### config.mk
export PLATFORM = sky130hd
export DESIGN_NAME = multicycle_ctrl
export DESIGN_NICKNAME = d
export VERILOG_FILES = /design/src/rtl/multicycle_ctrl.sv
export SDC_FILE = /design/constraint.sdc
export NUM_CORES = 1
export LEC_CHECK = 0
export CORE_MARGIN = 8
export CORE_UTILIZATION = 43
export CTS_BUF_LIST = sky130_fd_sc_hd__clkbuf_4 sky130_fd_sc_hd__clkbuf_8
export DETAILED_ROUTE_END_ITERATION = 7
export HOLD_SLACK_MARGIN = 0.02
export PLACE_DENSITY = 0.79
export SETUP_SLACK_MARGIN = 0.3
export SLEW_MARGIN = 20
export SYNTH_ARGS = -nofsm -noshare
export SYNTH_HDL_FRONTEND = slang
export SYNTH_SLANG_ARGS = --single-unit
### constraint.sdc
create_clock -name clk -period 3.6 [get_ports clk]
set_clock_uncertainty 0.1 [all_clocks]
set_input_delay 0.72 -clock clk [delete_from_list [all_inputs] [get_ports clk]]
set_output_delay 0.72 -clock clk [all_outputs]
set_load 0.05 [all_outputs]
### src/rtl/multicycle_ctrl.sv
// Multicycle MIPS control FSM: sequences fetch/decode/execute/memory/writeback with a memory-ready
// handshake and a wait-cycle timeout. Define MCCTRL_TRAP_EN to add the TRAP state.
module multicycle_ctrl #(
  parameter int ALUOP_W  = 4,
  parameter int WAIT_MAX = 15,
  parameter int CNT_W    = 4
) (
  input  logic               clk,
  input  logic               rst,
  input  logic [5:0]         op,
  input  logic               mem_ready,
  output logic               mem_req,
  output logic               iord,
  output logic               memwrite,
  output logic               irwrite,
  output logic               pcwrite,
  output logic               branch,
  output logic               bne,
  output logic               regwrite,
  output logic               regdst,
  output logic               memtoreg,
  output logic               jal,
  output logic               alusrca,
  output logic [1:0]         alusrcb,
  output logic [1:0]         pcsrc,
  output logic [ALUOP_W-1:0] aluop,
  output logic [2:0]         readcontrol,
  output logic [1:0]         writecontrol,
  output logic               mem_timeout,
  output logic               illegal_op
);
  typedef enum logic [3:0] {
    S_FETCH, S_DECODE, S_MEMADR, S_MEMRD, S_MEMWB, S_MEMWR, S_EXEC,
    S_ALUWB, S_IEXEC, S_IWB, S_BRANCH, S_JUMP, S_JAL
`ifdef MCCTRL_TRAP_EN
    , S_TRAP
`endif
  } state_e;

`ifdef MCCTRL_TRAP_EN
  localparam state_e S_ILL = S_TRAP;
`else
  localparam state_e S_ILL = S_FETCH;
`endif

  localparam logic [CNT_W-1:0]   WMAX    = CNT_W'(WAIT_MAX);
  localparam logic [ALUOP_W-1:0] ALU_ADD = ALUOP_W'(0);
  localparam logic [ALUOP_W-1:0] ALU_SUB = ALUOP_W'(1);
  localparam logic [ALUOP_W-1:0] ALU_R   = ALUOP_W'(8);

  state_e           state_q, state_d;
  // Only the low opcode bits steer anything after DECODE.
  logic [3:0]       op_q, op_d;
  logic [CNT_W-1:0] cnt_q, cnt_d, cnt_inc;
  logic             mem_acc, stall, tmo;
  logic [2:0]       rd_ctl;
  logic [1:0]       wr_ctl;
  logic [ALUOP_W-1:0] i_alu;

  always_ff @(posedge clk) begin
    if (rst) begin
      state_q <= S_FETCH;
      cnt_q   <= '0;
      op_q    <= '0;
    end else begin
      state_q <= state_d;
      cnt_q   <= cnt_d;
      op_q    <= op_d;
    end
  end

  always_comb begin
    case (op_q[2:0])
      3'b000:  rd_ctl = 3'b000;
      3'b100:  rd_ctl = 3'b001;
      3'b001:  rd_ctl = 3'b010;
      3'b101:  rd_ctl = 3'b011;
      default: rd_ctl = 3'b100;
    endcase
    case (op_q[2:0])
      3'b000:  wr_ctl = 2'b10;
      3'b001:  wr_ctl = 2'b01;
      default: wr_ctl = 2'b00;
    endcase
    case (op_q[2:0])
      3'b010:  i_alu = ALUOP_W'(5);
      3'b011:  i_alu = ALUOP_W'(6);
      3'b100:  i_alu = ALUOP_W'(2);
      3'b101:  i_alu = ALUOP_W'(3);
      3'b110:  i_alu = ALUOP_W'(4);
      3'b111:  i_alu = ALUOP_W'(7);
      default: i_alu = ALU_ADD;
    endcase
  end

  always_comb begin
    state_d = state_q;
    op_d    = op_q;
    cnt_d   = cnt_q;
    cnt_inc = cnt_q + CNT_W'(1);
    mem_req = 1'b0; iord = 1'b0; memwrite = 1'b0; irwrite = 1'b0; pcwrite = 1'b0;
    branch = 1'b0; bne = 1'b0; regwrite = 1'b0; regdst = 1'b0; memtoreg = 1'b0; jal = 1'b0;
    alusrca = 1'b0; alusrcb = 2'b00; pcsrc = 2'b00; aluop = ALU_ADD;
    readcontrol = 3'b000; writecontrol = 2'b00; mem_timeout = 1'b0; illegal_op = 1'b0;
    mem_acc = (state_q == S_FETCH) || (state_q == S_MEMRD) || (state_q == S_MEMWR);
    stall   = mem_acc && !mem_ready;
    // Fires only on the stall cycle that brings the count to WAIT_MAX; mem_ready suppresses it.
    tmo     = (WAIT_MAX != 0) && stall && (cnt_inc == WMAX);
    if (!rst) begin
      mem_timeout = tmo;
      case (state_q)
        S_FETCH: begin
          mem_req = 1'b1; alusrcb = 2'b01;
          if (mem_ready) begin
            irwrite = 1'b1; pcwrite = 1'b1; state_d = S_DECODE;
`ifdef MCCTRL_TRAP_EN
          end else if (tmo) begin
            state_d = S_TRAP;
`endif
          end
        end
        S_DECODE: begin
          alusrcb = 2'b11;
          op_d    = op[3:0];
          casez (op)
            6'b000000: state_d = S_EXEC;
            6'b10????: state_d = S_MEMADR;
            6'b00010?: state_d = S_BRANCH;
            6'b001???: state_d = S_IEXEC;
            6'b000010: state_d = S_JUMP;
            6'b000011: state_d = S_JAL;
            default:   state_d = S_ILL;
          endcase
        end
        S_MEMADR: begin
          alusrca = 1'b1; alusrcb = 2'b10;
          state_d = op_q[3] ? S_MEMWR : S_MEMRD;
        end
        S_MEMRD: begin
          mem_req = 1'b1; iord = 1'b1; readcontrol = rd_ctl;
          if (mem_ready) state_d = S_MEMWB;
`ifdef MCCTRL_TRAP_EN
          else if (tmo) state_d = S_TRAP;
`endif
        end
        S_MEMWB: begin
          regwrite = 1'b1; memtoreg = 1'b1; readcontrol = rd_ctl;
          state_d = S_FETCH;
        end
        S_MEMWR: begin
          mem_req = 1'b1; iord = 1'b1; memwrite = 1'b1; writecontrol = wr_ctl;
          if (mem_ready) state_d = S_FETCH;
`ifdef MCCTRL_TRAP_EN
          else if (tmo) state_d = S_TRAP;
`endif
        end
        S_EXEC:  begin alusrca = 1'b1; aluop = ALU_R; state_d = S_ALUWB; end
        S_ALUWB: begin regwrite = 1'b1; regdst = 1'b1; state_d = S_FETCH; end
        S_IEXEC: begin alusrca = 1'b1; alusrcb = 2'b10; aluop = i_alu; state_d = S_IWB; end
        S_IWB:   begin regwrite = 1'b1; state_d = S_FETCH; end
        S_BRANCH: begin
          alusrca = 1'b1; aluop = ALU_SUB; pcsrc = 2'b01; branch = 1'b1; bne = op_q[0];
          state_d = S_FETCH;
        end
        S_JUMP:  begin pcsrc = 2'b10; pcwrite = 1'b1; state_d = S_FETCH; end
        S_JAL:   begin pcsrc = 2'b10; pcwrite = 1'b1; regwrite = 1'b1; jal = 1'b1; state_d = S_FETCH; end
`ifdef MCCTRL_TRAP_EN
        S_TRAP:  illegal_op = 1'b1;
`endif
        default: state_d = S_FETCH;
      endcase
    end
    if (state_d != state_q)            cnt_d = '0;
    else if (stall && (cnt_q != WMAX)) cnt_d = cnt_inc;
  end
endmodule

== Word-level counts from Yosys, hierarchy flattened ==
Cells that the tools add are included.
Word-level totals
  flip-flop bits (word level): 12
  output and inout port bits: 27
Cells by class
  add/subtract/negate cells: 1
  equal/unequal tests: 27
  muxes and demuxes: 46
  reductions and logical operators: 17
Operator list (number)
  4-bit one-hot mux with 7 select lines: 1
  1-bit two-way mux: 25
  4-bit == test (second input constant): 6
  4-bit one-hot mux with 6 select lines: 1
  4-bit two-way mux: 5
  3-bit one-hot mux with 6 select lines: 1
  4-bit by 3-bit == test with 1-bit output (second input constant): 4
  3-bit == test (second input constant): 4
  6-bit by 2-bit == test with 1-bit output (second input constant): 2
  3-bit one-hot mux with 4 select lines: 1
  4-bit one-hot mux with 3 select lines: 1
  2-bit OR reduction: 5
  3-bit two-way mux: 3
  4-bit by 2-bit == test with 1-bit output (second input constant): 2
  2-bit two-way mux: 4
  2-bit one-hot mux with 2 select lines: 2
  4-bit OR reduction: 2
  3-bit by 1-bit == test with 1-bit output (second input constant): 2
  3-bit by 2-bit == test with 1-bit output (second input constant): 2
  6-bit logical NOT: 1
  2-bit one-hot mux with 3 select lines: 1
  5-bit by 2-bit == test with 1-bit output (second input constant): 1
  4-bit by 1-bit adder with 4-bit output (second input constant): 1
  4-bit by 1-bit == test with 1-bit output (second input constant): 1
  other kinds (10): 13

== Logic depth before layout (Yosys ltp) ==
Gate-level depths: netlist of run 1.
  depth after elaboration: 6
  gate-level depth with buffers: 7
  mapped depth without buffers: 5

== Worst setup path after synthesis of run 1 ==
No wires, ideal clock.
  path kind: input port to output port
  from: input rst
  to: output alusrca
  arrival time: 3.605 ns
  path slack: -0.825 ns
  cell stages on the path: 3
  path buffers: 2
  cells stage by stage: clkbuf_1 clkbuf_1 a2111oi_0
Between the ends
  longest elaborated chain between the ends: 1
RTL lines
  from (decl): line 9  | input logic rst,
  1-bit two-way mux: line 109  | if (!rst) begin
  to (decl): line 23  | output logic alusrca,
No other way between the ends.

== Worst setup path in the final report of run 1 ==
  from: input mem_ready
  to: output mem_timeout
Between the ends
  longest elaborated chain between the ends: 4
RTL lines
  from (decl): line 11  | input logic mem_ready,
  1-bit logical NOT: line 106  | stall = mem_acc && !mem_ready;
  1-bit logical AND: line 106
  1-bit logical AND: line 108  | tmo = (WAIT_MAX != 0) && stall && (cnt_inc == WMAX);
  1-bit two-way mux: line 109
  to (decl): line 29  | output logic mem_timeout,
No other way between the ends.

==> impl_summary.txt, run 1 <==
----------------------------------------------------
[Drt]
  Drt via density ... 5.63
  Total number of vias ... 1,362
  DRT Pass-1 Iters ... 4
  DRC violation count after routing ... 0
  WL final ... 3740 um
  DR iter-0 viols ... 131
  Wire per inst ... 15.5 um
  Post-DRT Antenna Nets ... 0

[Layout]
  # diodes ... 0
  Fill cell count ... 239
  Final Core Density ... 0.646
  Net count reported at finish ... 221
  Fraction of final layout cells sized beyond drive strength 1 ... 0.263
  Footprint of the multi-input gates ... 978 um^2
  Storage element area ... 240 um^2
  Area growth from synthesis to final layout ... 47.6%

[GRT]
  Remaining global-route overflow ... 0
  First-pass GRT wire length ... 6130 um
  Pin count of the biggest net entering global routing ... 23
  Global-route usage over all layers ... 0.147
  Number of antenna violations at the first check in global routing ... 0
  Via count of the first global-routing pass ... 1,246

[Power]
  Power share of the sequential group ... 0.365
  Power per Cell Area ... 222 mW/mm^2
  Internal Dissipation ... 268 uW
  Net Sw Frac ... 0.373
  Share of power burned in the clock network ... 0.272
  Worst IR drop on VDD ... 0.142 mV
  Combinational share of power ... 0.363
  Final total power ... 428 uW
  P_leak ... 0.000737 uW
  Power spent charging and discharging nets ... 159 uW

[Worst setup path]
  Nature of the critical path startpoint ... input pin
  Largest fanout of any net on the critical path ... 5
  Endpoint required time on the critical path ... 2780 ps
  Type of destination of the critical path ... output port
  Crit path arrival time ... 2240 ps
  Critical path type ... in2out

[Timing]
  Tmin final ... 3060 ps
  Final critical-path setup slack ... 539 ps
  RSZ-0062 raised after global routing ... no
  Final setup fails ... 0
  Final max-slew violation count ... 0
  Final-report hold violation count ... 0
  Post-route setup TNS ... 0 ps
  Final critical-path share of the clock period ... 0.850
  Worst-margin pin slew ... 625 ps
  Highest attainable clock frequency ... 0.327 GHz
  Slew HR ... 0.583

[Placed design]
  HPWL reported at the end of detailed placement ... 2890 um
  Pre-CTS WS ... 366 ps
  Buffers on Ports ... 34
  Placer Congestion ... 0.904

[Run]
  Count of maximum capacitance violations ... 0

[Status]
  Run status ... completed

[Floorplanning]
  Area of the core ... 0.00298 mm^2
  DIE HEIGHT ... 71.1 um
  Width of the die ... 71.1 um
  Starting density of the core ... 0.438
  Number of placed I/O pins ... 36
  Overall die area ... 0.00505 mm^2
  Cell Rows ... 20

[Clock network]
  Clk root buf ... clkbuf_4
  Cts-stage hold buffer count ... 0
  TritonCTS sink count ... 12
  Clock tree from TritonCTS ... built
  Clock Pin Slew Worst Setup and Hold Paths ... 90 ps
  Skew-Pair Late Insertion Delay ... 290 ps
  CTS buffer count ... 3
  H-tree lvl count ... 1
  Maximum buffer depth of the clock tree ... 2

[Synth]
  Post-synthesis area per instance ... 7.28 um^2
  Most used flip-flop cell after synthesis ... dfxtp_1
  Syn Nets ... 190
  Number of warnings printed during yosys synthesis ... 0
  Number of register bits inferred by synthesis ... 12
  Register area share after synthesis ... 0.184
  Summed instance area of the synthesized netlist ... 0.00130 mm^2
  Syn Inst Count ... 179
  Synth unique cells ... 54
  Post-synthesis async set-or-reset flop share ... 0
  EDFF count, synth ... 0

[Worst hold path]
  Min-Delay Path Class ... reg2reg

----------------------------------------------------
stage by stage:
step / hold WS (ps) / cells / instance area, um^2
after detailed placement: 434 / 238 / 1890
after global placement: 427 / 238 / 1890
after floorplan: 379 / 179 / 1320
final: 454 / 242 / 1920
after CTS: 450 / 242 / 1920
after global routing: 494 / 242 / 1920
cell usage after synthesis, drive strengths merged (2+ instances only):
cell type	number	share of area
nor2	23	0.068
nor3	14	0.054
dfxtp	12	0.18
nand2	12	0.036
buf	11	0.053
a21oi	10	0.038
o21ai	10	0.041
nor4	7	0.048
and3	6	0.029
nor2b	6	0.029
xor2	6	0.040
clkbuf	5	0.014
nand2b	5	0.024
inv	4	0.012
mux2i	4	0.031
nor3b	4	0.023
a31oi	3	0.026
and2	3	0.014
nand3b	3	0.017
nor4b	3	0.032
or3	3	0.014
a2111oi	2	0.018
ha	2	0.019
nand3	2	0.0077
or2	2	0.0096
sequential cells by signal, indices dropped and copies added, names as in the netlist:
register and flops:
cnt_q 4, state_q 4, op_q 4
layout by cell type (no fill, tap or decap), drive strengths merged, types with 2 or more instances in the layout:
master         instances
and2                   3
nor4b                  3
o21ai                 10
nor4                   7
or3                    3
and3                   6
xor2                   6
clkbuf                 4
nand3b                 3
or2                    2
ha                     2
nor3                  14
clkdlybuf4s50          7
dfxtp                 12
a31oi                  3
nor2b                  6
nor2                  23
a2111oi                2
buf                   34
mux2i                  4
inv                    4
nand2                 12
nor3b                  4
nand2b                 5
a21oi                 10
nand3                  2
logic make-up after synthesis:
group                      after synthesis  synth area share
AOI/OAI and AO/OA                       37             0.211
DFF                                     12             0.184
adders and majority gates                2            0.0192
muxes                                    5            0.0393
xor gates and xnor gates                 7            0.0470
other                                    1           0.00288
buffers and inverters                   20            0.0787
and+or+nand+nor                         95             0.417
critical path, cell delays in order:
cell	delay, ps
clkdlybuf4s50_1	440
or3_1	320
o32a_2	240
nor3_1	330
buf_12	180
layer usage:
layer	global-route usage	up-vias	routed length (um)
met1	0.188	623	1660
li1	-	697	-
met4	0.0485	0	48
met5	0	-	0
met3	0.0169	5	168
met2	0.249	37	1870
worst paths after layout:
path                         startpoint               endpoint  slack, ps  depth (start not counted)
setup reg to reg  state_q[0]$_SDFF_PP0_  cnt_q[3]$_SDFFE_PP0P_       1240                          6
hold reg to reg    op_q[3]$_SDFFE_PP0P_   op_q[3]$_SDFFE_PP0P_        450                          2
hold / removal     op_q[3]$_SDFFE_PP0P_   op_q[3]$_SDFFE_PP0P_        450                          2
setup / recovery              mem_ready            mem_timeout        540                          5
cell type report:
type                       instances  area share
sequential                        12       0.125
clock buffer                       4      0.0189
timing repair buffer              42       0.319
tap                               33      0.0215
multi-input combinational        147       0.508
inverter                           4     0.00780
power groups by stage:
| stage | Combinational [uW] | Clock, uW | Sequential [uW] |
|---|---|---|---|
| 2_1_floorplan | 112 | 0 | 150 |
| 3_3_place_gp | 153 | 0 | 158 |
| 3_5_place_dp | 155 | 0 | 159 |
| 4_1_cts | 156 | 117 | 156 |
| 5_1_grt | 167 | 124 | 157 |
| 6_report | 155 | 116 | 156 |
repair_timing:
item / in CTS / in global routing
gates resized for setup: 0 / 1
buffers inserted: 0 / 0
setup endpoints to repair: 0 / 1
Note: power is estimated with default switching activity, not from simulation.
==> inputs of run 2 (changes only) <==
- ABC_AREA: default -> 1
- MAX_ROUTING_LAYER: default -> met4
- PLACE_DENSITY: 0.79 -> 0.82
==> impl_summary.txt, run 2 <==
----------------------------------------------------
[Status]
  Run status ... completed

[Synth]
  Summed instance area of the synthesized netlist ... 0.00108 mm^2
  Number of warnings printed during yosys synthesis ... 0
  Post-synthesis async set-or-reset flop share ... 0
  Synth unique cells ... 22
  Post-synthesis area per instance ... 5.28 um^2
  Synth top area share ... 0.222
  Cell with the most instances after synthesis ... nand2_1
  Largest cells by area after synthesis ... dfxtp_1 22%, nand2_1 21%, nor2_1 15%
  Most frequent cells after synthesis ... 61 x nand2_1, 43 x nor2_1, 30 x inv_1
  EDFF count, synth ... 0
  Syn Nets ... 216
  Most used flip-flop cell after synthesis ... dfxtp_1
  Syn Inst Count ... 205
  Number of register bits inferred by synthesis ... 12
  Register area share after synthesis ... 0.222
  Cell accounting for the most synthesized area ... dfxtp_1

[Worst hold path]
  Min-Delay Path Class ... reg2reg

[Clock network]
  CTS buffer count ... 3
  Clock Pin Slew Worst Setup and Hold Paths ... 70 ps
  H-tree lvl count ... 1
  Maximum buffer depth of the clock tree ... 2
  TritonCTS sink count ... 12
  Post-CTS Resized ... 0
  Skew-Pair Late Insertion Delay ... 270 ps
  Post-CTS setup buffers ... 0
  Cts-stage hold buffer count ... 0
  Clk root buf ... clkbuf_4
  Clock tree from TritonCTS ... built

[Worst setup path]
  Max stage delay cell, worst path ... clkdlybuf4s50_1
  Largest stage delay on the critical path ... 590 ps
  Worst path cell trace ... clkdlybuf4s50_1, inv_1, nand2_1, nor2_1, buf_12
  Endpoint required time on the critical path ... 2780 ps
  Largest fanout of any net on the critical path ... 15
  Crit path arrival time ... 2290 ps
  Type of destination of the critical path ... output port
  Critical path type ... in2out
  Nature of the critical path startpoint ... input pin

[Drt]
  Highest Signal Layer ... met4
  DRC violation count after routing ... 0
  Drt via density ... 5.01
  Total number of vias ... 1,348
  WL final ... 3070 um
  Detailed-routed wire length on met3 ... 241 um
  DRT Pass-1 Iters ... 4
  Total routed wire length on the met1 layer ... 1260 um
  Wire per inst ... 11.4 um
  DR iter-0 viols ... 100
  Post-DRT Antenna Nets ... 0
  Length of routed met2 wiring ... 1520 um

[Timing]
  Final critical-path share of the clock period ... 0.863
  Highest attainable clock frequency ... 0.322 GHz
  RSZ-0062 raised after global routing ... no
  Final-report hold violation count ... 0
  Post-route setup TNS ... 0 ps
  Slew HR ... 0.645
  Final hold slack ... 460 ps
  Final setup fails ... 0
  Tmin final ... 3110 ps
  Worst-margin pin slew ... 528 ps
  Final max-slew violation count ... 0

[GRT]
  Via count of the first global-routing pass ... 1,261
  Number of antenna violations at the first check in global routing ... 0
  Pin count of the biggest net entering global routing ... 16
  First-pass GRT wire length ... 5200 um
  Global-route usage over all layers ... 0.150
  Remaining global-route overflow ... 0

[Layout]
  Highest-count cells in the layout ignoring fill and taps ... 61 x nand2_1, 43 x nor2_1, 30 x inv_1
  Most common cell after layout, fill and taps aside ... nand2_1
  Net count reported at finish ... 251
  Fraction of final layout cells sized beyond drive strength 1 ... 0.146
  # diodes ... 0
  Area growth from synthesis to final layout ... 42.1%
  Top Registers ... cnt_q (4), op_q (4), state_q (4)
  Fill cell count ... 248

[Floorplanning]
  DIE HEIGHT ... 66.2 um
  Number of placed I/O pins ... 36
  Cell Rows ... 18
  Starting density of the core ... 0.445
  Area of the core ... 0.00243 mm^2
  Overall die area ... 0.00438 mm^2
  Width of the die ... 66.2 um

[Power]
  Power per Cell Area ... 266 mW/mm^2
  P_leak ... 0.000823 uW
  Worst IR drop on VDD ... 0.241 mV

[Run]
  Count of maximum capacitance violations ... 0

[Placed design]
  Buffers on Ports ... 34
  HPWL reported at the end of detailed placement ... 2540 um
  Placer Congestion ... 0.937

----------------------------------------------------
run 2: cell count changes after synthesis, sizes merged, moves of 5 or more:
cell    delta
nor4       -5
inv       +27
nor2      +22
nor3       -9
nor2b      -6
and3       -6
buf        -9
nand3     +11
nand2     +50
nand2b     -5
run 2: per-stage QoR:
stage	cell area, um^2	power [uW]	std cells	worst slack (ps)	utilization
global placement	1500	301	265	590	0.617
global route	1540	434	269	426	0.632
detailed placement	1500	303	265	519	0.617
floorplan	1080	256	205	328	-
CTS	1540	412	269	515	0.632
finish	1540	408	269	492	0.632
run 2: critical path: cells and delay by family:
kind,cells,cell delay (ps)
buffers and inverters,3,1190
AND/OR/NAND/NOR,2,370
run 2: area by class of cell:
type / instances / area (um^2) / share of cell area
inverters: 31 / 116 / 0.0757
flip-flops and latches: 12 / 240 / 0.156
multi-input cells: 157 / 699 / 0.455
clock buffers: 4 / 36.3 / 0.0236
repair buffers: 35 / 408 / 0.265
well taps: 30 / 37.5 / 0.0244
run 2: worst paths after layout:
check,slack [ps],start,to,cells after the start
worst max-delay path,490,rst,readcontrol[2],5
worst min-delay path,460,op_q[0]$_SDFFE_PP0P_,op_q[0]$_SDFFE_PP0P_,2
worst max register to register,1730,state_q[0]$_SDFF_PP0_,cnt_q[1]$_SDFFE_PP0P_,12
worst min register to register,460,op_q[0]$_SDFFE_PP0P_,op_q[0]$_SDFFE_PP0P_,2
run 2: cells by family (layout without fill, tap and decap cells):
kind of cell | after synthesis | in the layout | synth area share
simple gates | 130 | 130 | 0.490
buf+inv | 36 | 70 | 0.132
compound gates | 21 | 21 | 0.105
flops | 12 | 12 | 0.222
xor+xnor | 3 | 3 | 0.0243
fa+ha+maj | 2 | 2 | 0.0231
other cells | 1 | 1 | 0.00346
run 2: power breakdown:
part	leakage, uW	internal (uW)	switching, uW
clock network	0.0000210	61.5	45.5
registers	0.0000978	143	11.9
logic	0.000704	49.0	97.3
total	0.000823	254	155
run 2: layer usage:
| metal | global-route usage | vias to the layer above |
|---|---|---|
| li1 | - | 708 |
| met1 | 0.153 | 592 |
| met2 | 0.269 | 44 |
| met3 | 0.0220 | 4 |
| met4 | 0.0800 | 0 |
| met5 | - | - |
